### config.mk
export PLATFORM = sky130hd
export DESIGN_NAME = rv32i_mc_ctrl
export DESIGN_NICKNAME = d
export VERILOG_FILES = /design/src/rtl/rv32i_mc_ctrl.sv
export SDC_FILE = /design/constraint.sdc
export NUM_CORES = 1
export LEC_CHECK = 0
export ABC_AREA = 1
export BUFFER_PORTS_ARGS = -buffer_cell sky130_fd_sc_hd__buf_2
export CORE_ASPECT_RATIO = 1.2
export CORE_MARGIN = 1.5
export CORE_UTILIZATION = 34
export DETAILED_ROUTE_END_ITERATION = 16
export MAX_ROUTING_LAYER = met4
export PLACE_DENSITY = 0.77
export SYNTH_ARGS = -nofsm -noshare
export SYNTH_HDL_FRONTEND = slang
export SYNTH_SLANG_ARGS = --single-unit
### constraint.sdc
create_clock -name clock -period 1.1 [get_ports clock]
set_input_delay 0.055 -clock clock [delete_from_list [all_inputs] [get_ports clock]]
set_output_delay 0.055 -clock clock [all_outputs]
set_load 0.01 [all_outputs]
### src/rtl/rv32i_mc_ctrl.sv
// Multi-cycle RV32I control unit: FETCH/DECODE/EXEC/MEM/WB sequencer
// driving ALU selects, memory requests and PC/register-file write enables.
module rv32i_mc_ctrl #(
    parameter logic [2:0] RESET_STATE = 3'd0
) (
    input  logic        clock,
    input  logic        reset,
    input  logic [31:0] instr,
    input  logic        imem_ready,
    input  logic        dmem_ready,
    input  logic        less,
    input  logic        zero,
    output logic [3:0]  ALUctr,
    output logic        ALUAsrc,
    output logic [1:0]  ALUBsrc,
    output logic [2:0]  ExtOp,
    output logic        IRWr,
    output logic        ALUOutWr,
    output logic        PCWr,
    output logic [1:0]  PCSrc,
    output logic        RegWr,
    output logic [1:0]  WBSel,
    output logic        MemRd,
    output logic        MemWr,
    output logic [2:0]  MemOp,
    output logic        illegal,
    output logic [2:0]  state
);

    localparam logic [2:0] FETCH  = 3'd0;
    localparam logic [2:0] DECODE = 3'd1;
    localparam logic [2:0] EXEC   = 3'd2;
    localparam logic [2:0] MEM    = 3'd3;
    localparam logic [2:0] WB     = 3'd4;
    localparam logic [2:0] TRAP   = 3'd5;

    localparam logic [2:0] EXT_I = 3'd0;
    localparam logic [2:0] EXT_U = 3'd1;
    localparam logic [2:0] EXT_S = 3'd2;
    localparam logic [2:0] EXT_B = 3'd3;
    localparam logic [2:0] EXT_J = 3'd4;

    logic [6:0] opcode;
    logic [2:0] funct3;
    logic [6:0] funct7;
    logic       is_op, is_opimm, is_lui, is_auipc;
    logic       is_load, is_store, is_jal, is_jalr, is_branch;
    logic       f7_ok, bad, alt, taken;
    logic [3:0] alu_rr, alu_br;
    logic [2:0] next_state;
    logic       unused;

    assign opcode = instr[6:0];
    assign funct3 = instr[14:12];
    assign funct7 = instr[31:25];
    assign MemOp  = funct3;
    assign unused = ^{instr[24:15], instr[11:7]};

    assign is_op     = opcode == 7'b0110011;
    assign is_opimm  = opcode == 7'b0010011;
    assign is_lui    = opcode == 7'b0110111;
    assign is_auipc  = opcode == 7'b0010111;
    assign is_load   = opcode == 7'b0000011;
    assign is_store  = opcode == 7'b0100011;
    assign is_jal    = opcode == 7'b1101111;
    assign is_jalr   = opcode == 7'b1100111;
    assign is_branch = opcode == 7'b1100011;

    assign f7_ok = (funct7 == 7'h00) ||
                   (funct7 == 7'h20 && (funct3 == 3'b000 || funct3 == 3'b101));
    assign bad = !(is_op | is_opimm | is_lui | is_auipc | is_load |
                   is_store | is_jal | is_jalr | is_branch) ||
                 (is_op && !f7_ok);

    // funct7[5] selects sub only on register ops, sra on either form
    assign alt    = funct7[5] &&
                    (funct3 == 3'b101 || (is_op && funct3 == 3'b000));
    assign alu_rr = (funct3 == 3'b011) ? 4'b1010 : {alt, funct3};
    assign alu_br = (funct3[2:1] == 2'b11) ? 4'b1010 : 4'b0010;
    assign taken  = (funct3[2] ? less : zero) ^ funct3[0];

    always_comb begin
        next_state = state;
        ALUctr     = 4'b0000;
        ALUAsrc    = 1'b0;
        ALUBsrc    = 2'b00;
        ExtOp      = EXT_I;
        IRWr       = 1'b0;
        ALUOutWr   = 1'b0;
        PCWr       = 1'b0;
        PCSrc      = 2'b00;
        RegWr      = 1'b0;
        WBSel      = 2'b00;
        MemRd      = 1'b0;
        MemWr      = 1'b0;
        unique case (state)
            FETCH: begin
                IRWr       = imem_ready;
                next_state = imem_ready ? DECODE : FETCH;
            end
            DECODE: begin
                ALUAsrc    = 1'b1;
                ALUBsrc    = 2'b01;
                ExtOp      = EXT_B;
                ALUOutWr   = 1'b1;
                next_state = bad ? TRAP : EXEC;
            end
            EXEC: begin
                ALUOutWr   = !is_branch;
                next_state = (is_load || is_store) ? MEM : WB;
                unique case (1'b1)
                    is_op:    ALUctr = alu_rr;
                    is_opimm: begin
                        ALUctr  = alu_rr;
                        ALUBsrc = 2'b01;
                    end
                    is_lui: begin
                        ALUctr  = 4'b0011;
                        ALUBsrc = 2'b01;
                        ExtOp   = EXT_U;
                    end
                    is_auipc: begin
                        ALUAsrc = 1'b1;
                        ALUBsrc = 2'b01;
                        ExtOp   = EXT_U;
                    end
                    is_load:  ALUBsrc = 2'b01;
                    is_store: begin
                        ALUBsrc = 2'b01;
                        ExtOp   = EXT_S;
                    end
                    is_jal: begin
                        ALUAsrc = 1'b1;
                        ALUBsrc = 2'b01;
                        ExtOp   = EXT_J;
                    end
                    is_jalr:  ALUBsrc = 2'b01;
                    is_branch: begin
                        ALUctr     = alu_br;
                        ExtOp      = EXT_B;
                        PCWr       = 1'b1;
                        PCSrc      = taken ? 2'b01 : 2'b00;
                        next_state = FETCH;
                    end
                    default: ;
                endcase
            end
            MEM: begin
                MemRd = is_load;
                MemWr = is_store;
                if (dmem_ready) begin
                    if (is_load) begin
                        next_state = WB;
                    end else begin
                        PCWr       = 1'b1;
                        next_state = FETCH;
                    end
                end
            end
            WB: begin
                RegWr      = 1'b1;
                PCWr       = 1'b1;
                WBSel      = is_load ? 2'b01 :
                             (is_jal || is_jalr) ? 2'b10 : 2'b00;
                PCSrc      = is_jal ? 2'b01 : is_jalr ? 2'b10 : 2'b00;
                next_state = FETCH;
            end
            TRAP:    next_state = TRAP;
            default: next_state = FETCH;
        endcase
        // nothing may be written in the cycle reset is sampled
        if (reset) begin
            next_state = RESET_STATE;
            IRWr       = 1'b0;
            ALUOutWr   = 1'b0;
            PCWr       = 1'b0;
            RegWr      = 1'b0;
            MemRd      = 1'b0;
            MemWr      = 1'b0;
        end
    end

    always_ff @(posedge clock) begin
        if (reset) begin
            state   <= RESET_STATE;
            illegal <= 1'b0;
        end else begin
            state <= next_state;
            if (state == DECODE && bad)
                illegal <= 1'b1;
        end
    end

endmodule

==> out/qor.txt <==
mapped cell area: 771 um^2
final worst slack: -0.308 ns
Synth Instances: 145
Final Hold Violating Endpoints: 0
post-route minimum period: 1.41 ns
Setup crit end kind: output port
Cell variety after synth: 26
crit path DAT: 1.35 ns
R2R Setup Slk: -0.14 ns
pin count of the biggest net entering global routing: 9
CP max FO: 5
R2R Path End: state[2]$_SDFFE_PP0P_
Placer Congestion: 0.865
die width: 46.5 um
Setup Skew: 0.00794 ns
Hold Startpoint: reset
core area: 0.00209 mm^2
Clk pwr share: 21.8%
final wirelength: 2.58 mm
Inst Count DP: 248
initial DRC count: 14
Initial Utilization: 36.8%
Required @ worst endpoint: 1.04 ns
syn_area_per_cell: 5.32 um^2
register area share after synthesis: 10.4%
Min-Delay Path Class: input port to flop
worst ir drop on vdd: 0.000318 V
First-pass DRT Iterations: 4
GRT Residual Overflow: 0
initial antenna violation count: 0
clock root cell: clkbuf_4
share of layout cells above drive strength 1: 62.0%
Syn. warnings: 0
endpoints failing setup: 22
pre-CTS setup slack: -0.114 ns
post-DR wirelength/cell: 9.97 um
n_diodes: 0
first-pass GRT wire length: 4.17 mm
DP Area: 0.00127 mm^2
hold_ws: 0.0849 ns
gr usage total: 23.6%
DRT antenna net count: 0
Fmax: 710 MHz
Power Density: 637 mW/mm^2
sw power: 379 uW
Final Non-Filler Cells: 259
status: finished with violations
Hold Buf Count CTS: 0
Layout Cell Area excl Fill: 0.00147 mm^2
synthesis-to-layout area growth: 90.3%
nets@finish: 268
hold path depth: 2
DIE AREA: 0.00256 mm^2
Tot Pwr: 934 uW
Slew Limit Fails: 0
via count: 1160
Die Y: 55.2 um
final core occ: 70.0%
Site Rows: 18
port bufs: 48
post-synthesis register bit count: 4
clock latency on the worst-skew pair: 0.24 ns
worst hold endpoint: state[1]$_SDFFE_PP0P_
Lkg Pwr: 0.817 nW
Longest Clk Path Bufs: 2
clk sink count: 4
Reg2Reg Launch Point: state[1]$_SDFFE_PP0P_
Num CTS Buffers: 3
Vias/cell: 4.48
internal power: 555 uW
TritonCTS clock tree: done
IO Pins: 65
Setup CP Type: flop to output port
RSZ-0062 raised after global routing: true
DRC viols: 0
CTS H-tree lvls: 1
vias in the first global route: 1061
startpoint types: flop
Post-DP HPWL: 2.09 mm
Flop pwr share: 19.7%
Gate power share: 58.5%
failing checks: setup timing
number of max-cap violations: 0
syn nets: 183
R2R cell count: 10
part of the cycle the worst path needs: 128%
TNS Setup: -4.94 ns
switch share: 40.6%
fill count: 198
clock slew seen by the registers of the worst setup and hold paths: 0.04 ns
==> how the worst max path moves through the flow <==
stage	start	end	slack (ns)	cells after the start
2_1_floorplan	state[0]$_SDFFE_PP0P_	ALUBsrc[0]	-0.05	8
3_3_place_gp	state[1]$_SDFFE_PP0P_	PCSrc[0]	-0.12	7
3_5_place_dp	state[0]$_SDFFE_PP0P_	ALUBsrc[0]	-0.11	9
4_1_cts	state[0]$_SDFFE_PP0P_	ALUBsrc[0]	-0.34	9
5_1_grt	state[0]$_SDFFE_PP0P_	ALUBsrc[0]	-0.40	9
6_report	state[0]$_SDFFE_PP0P_	ALUBsrc[0]	-0.31	9
==> state kept, by name (all words and copies together) (netlist names) <==
register / flops
state: 3
illegal: 1
==> synth_stat cells, drive strengths merged <==
library cell  instances  share of area [%]
dfxtp                 4                 10
buf                   4                3.9
inv                  25                 12
a31oi                 2                1.6
nor2                 31                 20
nand2                43                 25
nand4                 2                1.6
o22ai                 1               0.81
o21ai                 4                2.6
nand3                13                8.4
nor3b                 1               0.97
conb                  1               0.49
nor3                  3                2.6
xor2                  1                1.1
a21oi                 8                5.7
clkbuf                1               0.49
a41oi                 1                1.1
==> power by group through the flow <==
stage          Combinational (mW)  Sequential (mW)  Clock, mW
3_3_place_gp                0.446            0.182          0
6_report                    0.547            0.184      0.204
4_1_cts                     0.530            0.184      0.216
3_5_place_dp                0.455            0.182          0
5_1_grt                     0.601            0.187      0.225
2_1_floorplan               0.235            0.196          0
==> cells in the final DEF, fill, tap and decap left out, drive strengths merged <==
cell type / instances
a21oi: 8
a31oi: 2
a41oi: 1
buf: 85
clkbuf: 4
conb: 1
dfxtp: 4
inv: 25
nand2: 43
nand3: 13
nand4: 2
nor2: 31
nor3: 3
nor3b: 1
o21ai: 4
o22ai: 1
xor2: 1
==> repair_timing <==
item	CTS	global route
endpoints found under the setup margin	23	23
gates resized for setup	24	14
pin swaps	7	12
buffers inserted	4	3
==> cell type report <==
type | instances | area, um^2 | share of cell area (%)
clock buffers | 4 | 26.3 | 1.79
inverters | 25 | 98.8 | 6.74
multi-input cells | 111 | 676 | 46.1
flip-flops and latches | 4 | 88.8 | 6.06
well taps | 30 | 37.5 | 2.56
repair buffers | 85 | 539 | 36.8
==> metal layers <==
layer	wire length, um	track usage [%]
met5	0	-
met4	27	8.57
met2	1460	45.4
met1	1010	23.6
met3	85	3.25
==> logic make-up after synthesis <==
logic type / count (synthesis) / synth area share [%]
compound gates: 16 / 11.9
xor+xnor: 1 / 1.14
buf+inv: 30 / 16.6
flops: 4 / 10.4
other cells: 1 / 0.487
simple gates: 93 / 59.6
==> critical path, stage by stage, from the launching register on <==
cell and delay (ns):
dfxtp_4 0.36, inv_4 0.04, nor2_4 0.08, inv_2 0.06, nor2_4 0.11, inv_4 0.07, nand2_2 0.06, inv_2 0.05
a41oi_2 0.13, buf_2 0.15
Power figures use the tool's default switching activity.
